<file path="config.mk">
export PLATFORM = sky130hd
export DESIGN_NAME = pifo_stfq_client
export DESIGN_NICKNAME = d
export VERILOG_FILES = /design/src/rtl/pifo_stfq_client.sv
export SDC_FILE = /design/constraint.sdc
export NUM_CORES = 1
export LEC_CHECK = 0
export ABC_AREA = 1
export BUFFER_PORTS_ARGS = -buffer_cell sky130_fd_sc_hd__buf_2
export CORE_MARGIN = 2
export CORE_UTILIZATION = 45
export CTS_BUF_LIST = sky130_fd_sc_hd__clkbuf_8 sky130_fd_sc_hd__clkbuf_16
export DETAILED_ROUTE_END_ITERATION = 8
export GPL_ROUTABILITY_DRIVEN = 0
export PLACE_DENSITY_LB_ADDON = 0.2
export SLEW_MARGIN = 5
export SYNTH_ARGS = -nofsm -noshare
export SYNTH_HDL_FRONTEND = slang
export SYNTH_SLANG_ARGS = --single-unit
</file>
<file path="constraint.sdc">
create_clock -name clk -period 3.9 [get_ports clk]
set_input_delay 0.78 -clock clk [delete_from_list [all_inputs] [get_ports clk]]
set_output_delay 0.78 -clock clk [all_outputs]
set_load 0.05 [all_outputs]
</file>
<file path="src/rtl/pifo_stfq_client.sv">
// pifo_stfq_client: STFQ ranking client that pushes into and pops from a PIFO, never both in one cycle.
// Optional push/pop/saturation counters are enabled with PIFO_CLIENT_STATS_EN.
module pifo_stfq_client #(
    parameter int NUM_FLOWS    = 4,
    parameter int MAX_PRIORITY = 256,
    parameter int DATA_WIDTH   = 8,
    parameter int LEN_WIDTH    = 8,
    localparam int FLOW_WIDTH  = $clog2(NUM_FLOWS),
    localparam int PRIO_WIDTH  = $clog2(MAX_PRIORITY)
) (
    input  logic                  clk,
    input  logic                  reset,
    input  logic                  i__clear,
    input  logic                  i__pkt_valid,
    input  logic [FLOW_WIDTH-1:0] i__pkt_flow,
    input  logic [LEN_WIDTH-1:0]  i__pkt_len,
    input  logic [DATA_WIDTH-1:0] i__pkt_data,
    output logic                  o__pkt_ready,
    output logic                  o__pifo_in_valid,
    output logic [PRIO_WIDTH-1:0] o__pifo_in_priority,
    output logic [DATA_WIDTH-1:0] o__pifo_in_data,
    input  logic                  i__pifo_in_ready,
    input  logic                  i__pifo_out_valid,
    input  logic [PRIO_WIDTH-1:0] i__pifo_out_priority,
    input  logic [DATA_WIDTH-1:0] i__pifo_out_data,
    output logic                  o__pifo_out_ready,
    output logic                  o__pifo_clear_all,
    output logic                  o__deq_valid,
    output logic [PRIO_WIDTH-1:0] o__deq_priority,
    output logic [DATA_WIDTH-1:0] o__deq_data,
    input  logic                  i__deq_ready
`ifdef PIFO_CLIENT_STATS_EN
   ,output logic [31:0]           o__push_count,
    output logic [31:0]           o__pop_count,
    output logic [31:0]           o__sat_count
`endif
);
    localparam int SW = (PRIO_WIDTH > LEN_WIDTH ? PRIO_WIDTH : LEN_WIDTH) + 1;
    localparam logic [SW-1:0] TOP = SW'(MAX_PRIORITY - 1);

    logic [PRIO_WIDTH-1:0] finish [NUM_FLOWS];
    logic [PRIO_WIDTH-1:0] vtime, start, finish_cur, next_finish;
    logic [SW-1:0]         sum;
    logic                  hold_valid, rr, en, push_req, pop_req, push_grant, pop_grant, accept, clamp;

    // Reset and clear both block every handshake in their cycle.
    always_comb begin
        en          = ~reset & ~i__clear;
        push_req    = hold_valid & i__pifo_in_ready;
        pop_req     = i__pifo_out_valid & (~o__deq_valid | i__deq_ready);
        push_grant  = en & push_req & (~pop_req | ~rr);
        pop_grant   = en & pop_req & (~push_req | rr);
        o__pkt_ready = en & (~hold_valid | push_grant);
        accept      = i__pkt_valid & o__pkt_ready;
        finish_cur  = finish[i__pkt_flow];
        start       = finish_cur > vtime ? finish_cur : vtime;
        sum         = SW'(start) + SW'(i__pkt_len);
        clamp       = sum > TOP;
        next_finish = clamp ? PRIO_WIDTH'(TOP) : sum[PRIO_WIDTH-1:0];
    end

    assign o__pifo_in_valid  = hold_valid & push_grant;
    assign o__pifo_out_ready = pop_grant;
    assign o__pifo_clear_all = i__clear & ~reset;

    always_ff @(posedge clk or posedge reset) begin
        if (reset) begin
            for (int i = 0; i < NUM_FLOWS; i++) finish[i] <= '0;
            vtime               <= '0;
            rr                  <= 1'b0;
            hold_valid          <= 1'b0;
            o__pifo_in_priority <= '0;
            o__pifo_in_data     <= '0;
            o__deq_valid        <= 1'b0;
            o__deq_priority     <= '0;
            o__deq_data         <= '0;
        end else if (i__clear) begin
            for (int i = 0; i < NUM_FLOWS; i++) finish[i] <= '0;
            vtime               <= '0;
            rr                  <= 1'b0;
            hold_valid          <= 1'b0;
            o__pifo_in_priority <= '0;
            o__pifo_in_data     <= '0;
            o__deq_valid        <= 1'b0;
            o__deq_priority     <= '0;
            o__deq_data         <= '0;
        end else begin
            if (accept) begin
                finish[i__pkt_flow] <= next_finish;
                hold_valid          <= 1'b1;
                o__pifo_in_priority <= start;
                o__pifo_in_data     <= i__pkt_data;
            end else if (push_grant) begin
                hold_valid <= 1'b0;
            end
            if (pop_grant) begin
                o__deq_valid    <= 1'b1;
                o__deq_priority <= i__pifo_out_priority;
                o__deq_data     <= i__pifo_out_data;
                vtime           <= i__pifo_out_priority > vtime ? i__pifo_out_priority : vtime;
            end else if (o__deq_valid & i__deq_ready) begin
                o__deq_valid <= 1'b0;
            end
            if (push_req & pop_req) rr <= ~rr;
        end
    end

`ifdef PIFO_CLIENT_STATS_EN
    always_ff @(posedge clk or posedge reset) begin
        if (reset) begin
            o__push_count <= '0;
            o__pop_count  <= '0;
            o__sat_count  <= '0;
        end else if (i__clear) begin
            o__push_count <= '0;
            o__pop_count  <= '0;
            o__sat_count  <= '0;
        end else begin
            o__push_count <= o__push_count + 32'(o__pifo_in_valid);
            o__pop_count  <= o__pop_count + 32'(pop_grant);
            o__sat_count  <= o__sat_count + 32'(accept & clamp);
        end
    end
`endif
endmodule

</file>
==> metrics.md <==
| Metric | Value |
|---|---|
| Status | `completed` |
| Layout cells sized above 1 | `24.82%` |
| WP data arrival | `3.88 ns` |
| Total wire length | `11.61 mm` |
| Total Routing Usage GR | `between 20% and 30%` |
| TritonCTS clock tree | `yes` |
| M3 GR Usage | `around 3.6%` |
| Worst EP required | `4.13 ns` |
| Syn-to-layout area delta | `25.29%` |
| Worst Hold Class | `reg2reg` |
| Max-slew headroom | `36.23%` |
| # DRC | `0` |
| Clk Latency, worst-skew pair | `roughly 0.35 ns` |
| Worst-Margin Slew | `roughly 0.96 ns` |
| Final core occ | `58.69%` |
| Synth unique cells | `30` |
| Max-Cap Viols | `0` |
| Setup CP Type | `in2reg` |
| Clk Tree Root Cell | `clkbuf_8` |
| Chip width | `102.5 microns` |
| Buf/Inv on CP | `8` |
| Starting DRT DRC Count | `~240` |
| Final setup fails | `0` |
| Total global routing overflow | `0` |
| Crit-path max cell delay | `approximately 0.34 ns` |
| Worst vdd ir | `291.8 uV` |
| M2 GR Usage | `38.61%` |
| First-pass GRT wire length | `19.25 mm` |
| Met1 GRT Util | `31.86%` |
| Hold Buf Count CTS | `0` |
| Critical path's slowest cell | `fa_2` |
| Hpwl dp | `between 8 and 9 mm` |
| Clock Path Buffers | `2` |
| Die footprint | `approximately 0.011 sq mm` |
| Cell mode on critical path | `nand2_1` |
| H-Tree Depth | `3` |
| Largest net degree at the start of global routing | `76` |
| Site Rows | `35` |
| Pwr Total | `between 0.003 and 0.004 W` |
| Initial antenna violation count | `0` |
| Yosys reg bits | `75` |
| Synth Net Count | `654` |
| Initial DRT Pass Iterations | `5` |
| Nets@finish | `767` |
| Vias per inst | `5.059` |
| Post-synth EDFFs | `0` |
| Area of the multi-input gates | `0.002286 sq mm` |
| Critical path launch point type | `input pin` |
| Num CTS Buffers | `9` |
| Final hold violations | `0` |
| Register area | `between 0.0015 and 0.002 sq mm` |
| Post-Synthesis Cells | `approximately 590` |
| N_diodes | `0` |
| I/O Buffers | `between 70 and 80` |
| Synth Warn # | `0` |
| Antenna-violating nets left | `0` |
| Post-synthesis cell area | `0.004369 sq mm` |
| Period Utilization, post-route | `93.65%` |
| Most Crowded Layer GR | `met2` |
| Ports | `roughly 80` |
| Layout fillers | `about 900` |
| Vias in the first global route | `4045` |
| Core Footprint | `0.009328 sq mm` |
| Max-slew violations | `0` |
| Sequential area share after synthesis | `42.96%` |
| Sum Neg Setup Slack | `0 ns` |
| Clock slew at reported path FFs | `0.07 ns` |
| Fmax | `273.8 MHz` |
| Worst Skew | `0.01574 ns` |
| Drt wl/cell | `13.92 microns` |
| PD cells | `549.0 mW/mm^2` |
| Initial Utilization | `between 40% and 50%` |
| Critical-path maximum fanout | `7` |
| Minimum clock period | `3.652 ns` |
| Die height | `102.5 microns` |
| CP endpoint kind | `flip-flop` |
| Clock Sinks | `75` |
| Syn Area/Cell | `around 7.4 sq um` |
| Crit-path leading delay family | `simple AND/OR/NAND/NOR gates` |
| Main synth FF type | `dfrtp_1` |
| Ys async rst share | `100.0%` |
| Routed vias | `4219` |
| Leakage | `3.331 nW` |
## worst min-delay path: stages, from the launching register on
cell     delay [ns]
dfrtp_1        0.34
nand3_1        0.07
nand2_1        0.06
## Yosys cell counts (2+ instances only)
library cell	number	area, sq um
nand2_1	235	882.1
nand3_1	105	525.5
dfrtp_1	75	1877
inv_1	51	191.4
ha_1	25	312.8
nor2_1	25	93.84
a21oi_1	11	55.05
and2_1	8	50.05
clkbuf_1	6	22.52
nand4_1	5	31.28
inv_2	4	15.01
nand2_2	4	25.02
o21ai_0	4	20.02
buf_6	3	33.78
nor2_2	3	18.77
a21o_1	2	15.01
a21oi_2	2	17.52
buf_1	2	7.510
buf_4	2	15.01
clkinv_1	2	7.510
nand2_4	2	22.52
nor2_8	2	40.04
xnor2_1	2	17.52
## cells by family after synthesis
group	Yosys count	share of synthesized area, %
adders and majority gates	26	7.617
DFF	75	42.96
and+or+nand+nor	393	39.60
AOI/OAI and AO/OA	19	2.463
xor gates and xnor gates	2	0.4010
buffers and inverters	72	6.958
## through the flow
stage / cell area (sq um) / setup WS [ns] / instances / hold WS [ns]
detailed placement: 5107 / -0.3588 / 812 / 0.4853
finish: 5474 / 0.2476 / 834 / 0.5024
global placement: 5107 / -0.2862 / 812 / 0.4772
floorplan: 4384 / 0.00002043 / 587 / 0.4687
global route: 5474 / -0.0008518 / 834 / 0.5260
CTS: 5334 / 0.003177 / 828 / 0.5051
## path summary, 6_finish.rpt
kind	start	endpoint	cells past startpoint	slack (ns)
worst max-delay path	i__pkt_flow[1]	finish[25]$_DFFE_PP0P_	29	0.25
worst min register to register	finish[1]$_DFFE_PP0P_	finish[1]$_DFFE_PP0P_	2	0.50
worst min-delay path	finish[1]$_DFFE_PP0P_	finish[1]$_DFFE_PP0P_	2	0.50
min in group asynchronous	reset	finish[20]$_DFFE_PP0P_	3	0.81
worst max register to register	finish[23]$_DFFE_PP0P_	finish[25]$_DFFE_PP0P_	22	0.59
max in group asynchronous	reset	vtime[0]$_DFFE_PP0P_	3	2.46
## registers in the layout, indices dropped and copies added, names as in the netlist
| register | count |
|---|---|
| o__deq_valid | 1 |
| finish | 32 |
| o__pifo_in_data | 8 |
| rr | 1 |
| o__deq_data | 8 |
| o__deq_priority | 8 |
| vtime | 8 |
| o__pifo_in_priority | 8 |
| hold_valid | 1 |
## area by class of cell
type | instances | share of cell area [%]
Multi-Input combinational cell | 440 | 41.76
Sequential cell | 75 | 34.29
Timing Repair Buffer | 116 | 12.69
Inverter | 58 | 4.183
Tap cell | 129 | 2.949
Clock buffer | 10 | 2.514
Clock inverter | 6 | 1.623
## timing repair
item,in CTS,in global routing
gates resized for setup,0,27
buffers inserted,0,6
setup endpoints to repair,0,32
## layout by cell type, fill, tap and decap left out, drive strengths merged, types with 4 or more instances in the layout
| cell type | netlist | routed |
|---|---|---|
| buf | 8 | 116 |
| a21oi | 13 | 13 |
| dfrtp | 75 | 75 |
| nand4 | 5 | 5 |
| clkbuf | 6 | 10 |
| inv | 56 | 58 |
| nand3 | 106 | 106 |
| nand2 | 241 | 241 |
| nor2 | 31 | 31 |
| and2 | 8 | 8 |
| o21ai | 4 | 4 |
| ha | 25 | 25 |
## layer usage
metal	part of all wire (%)	vias up
li1	-	2101
met1	45	1946
met2	47	155
met3	6.2	17
met4	1.5	0
met5	0	-
## report_power, final
group | switching [W] | total [W] | internal [W]
Sequential | 0.0000346 | 0.000868 | 0.000833
Combinational | 0.000878 | 0.00145 | 0.000569
Clock | 0.000311 | 0.000690 | 0.000379
Total | 0.00122 | 0.00301 | 0.00178
Note: power is estimated with default switching activity, not from simulation.
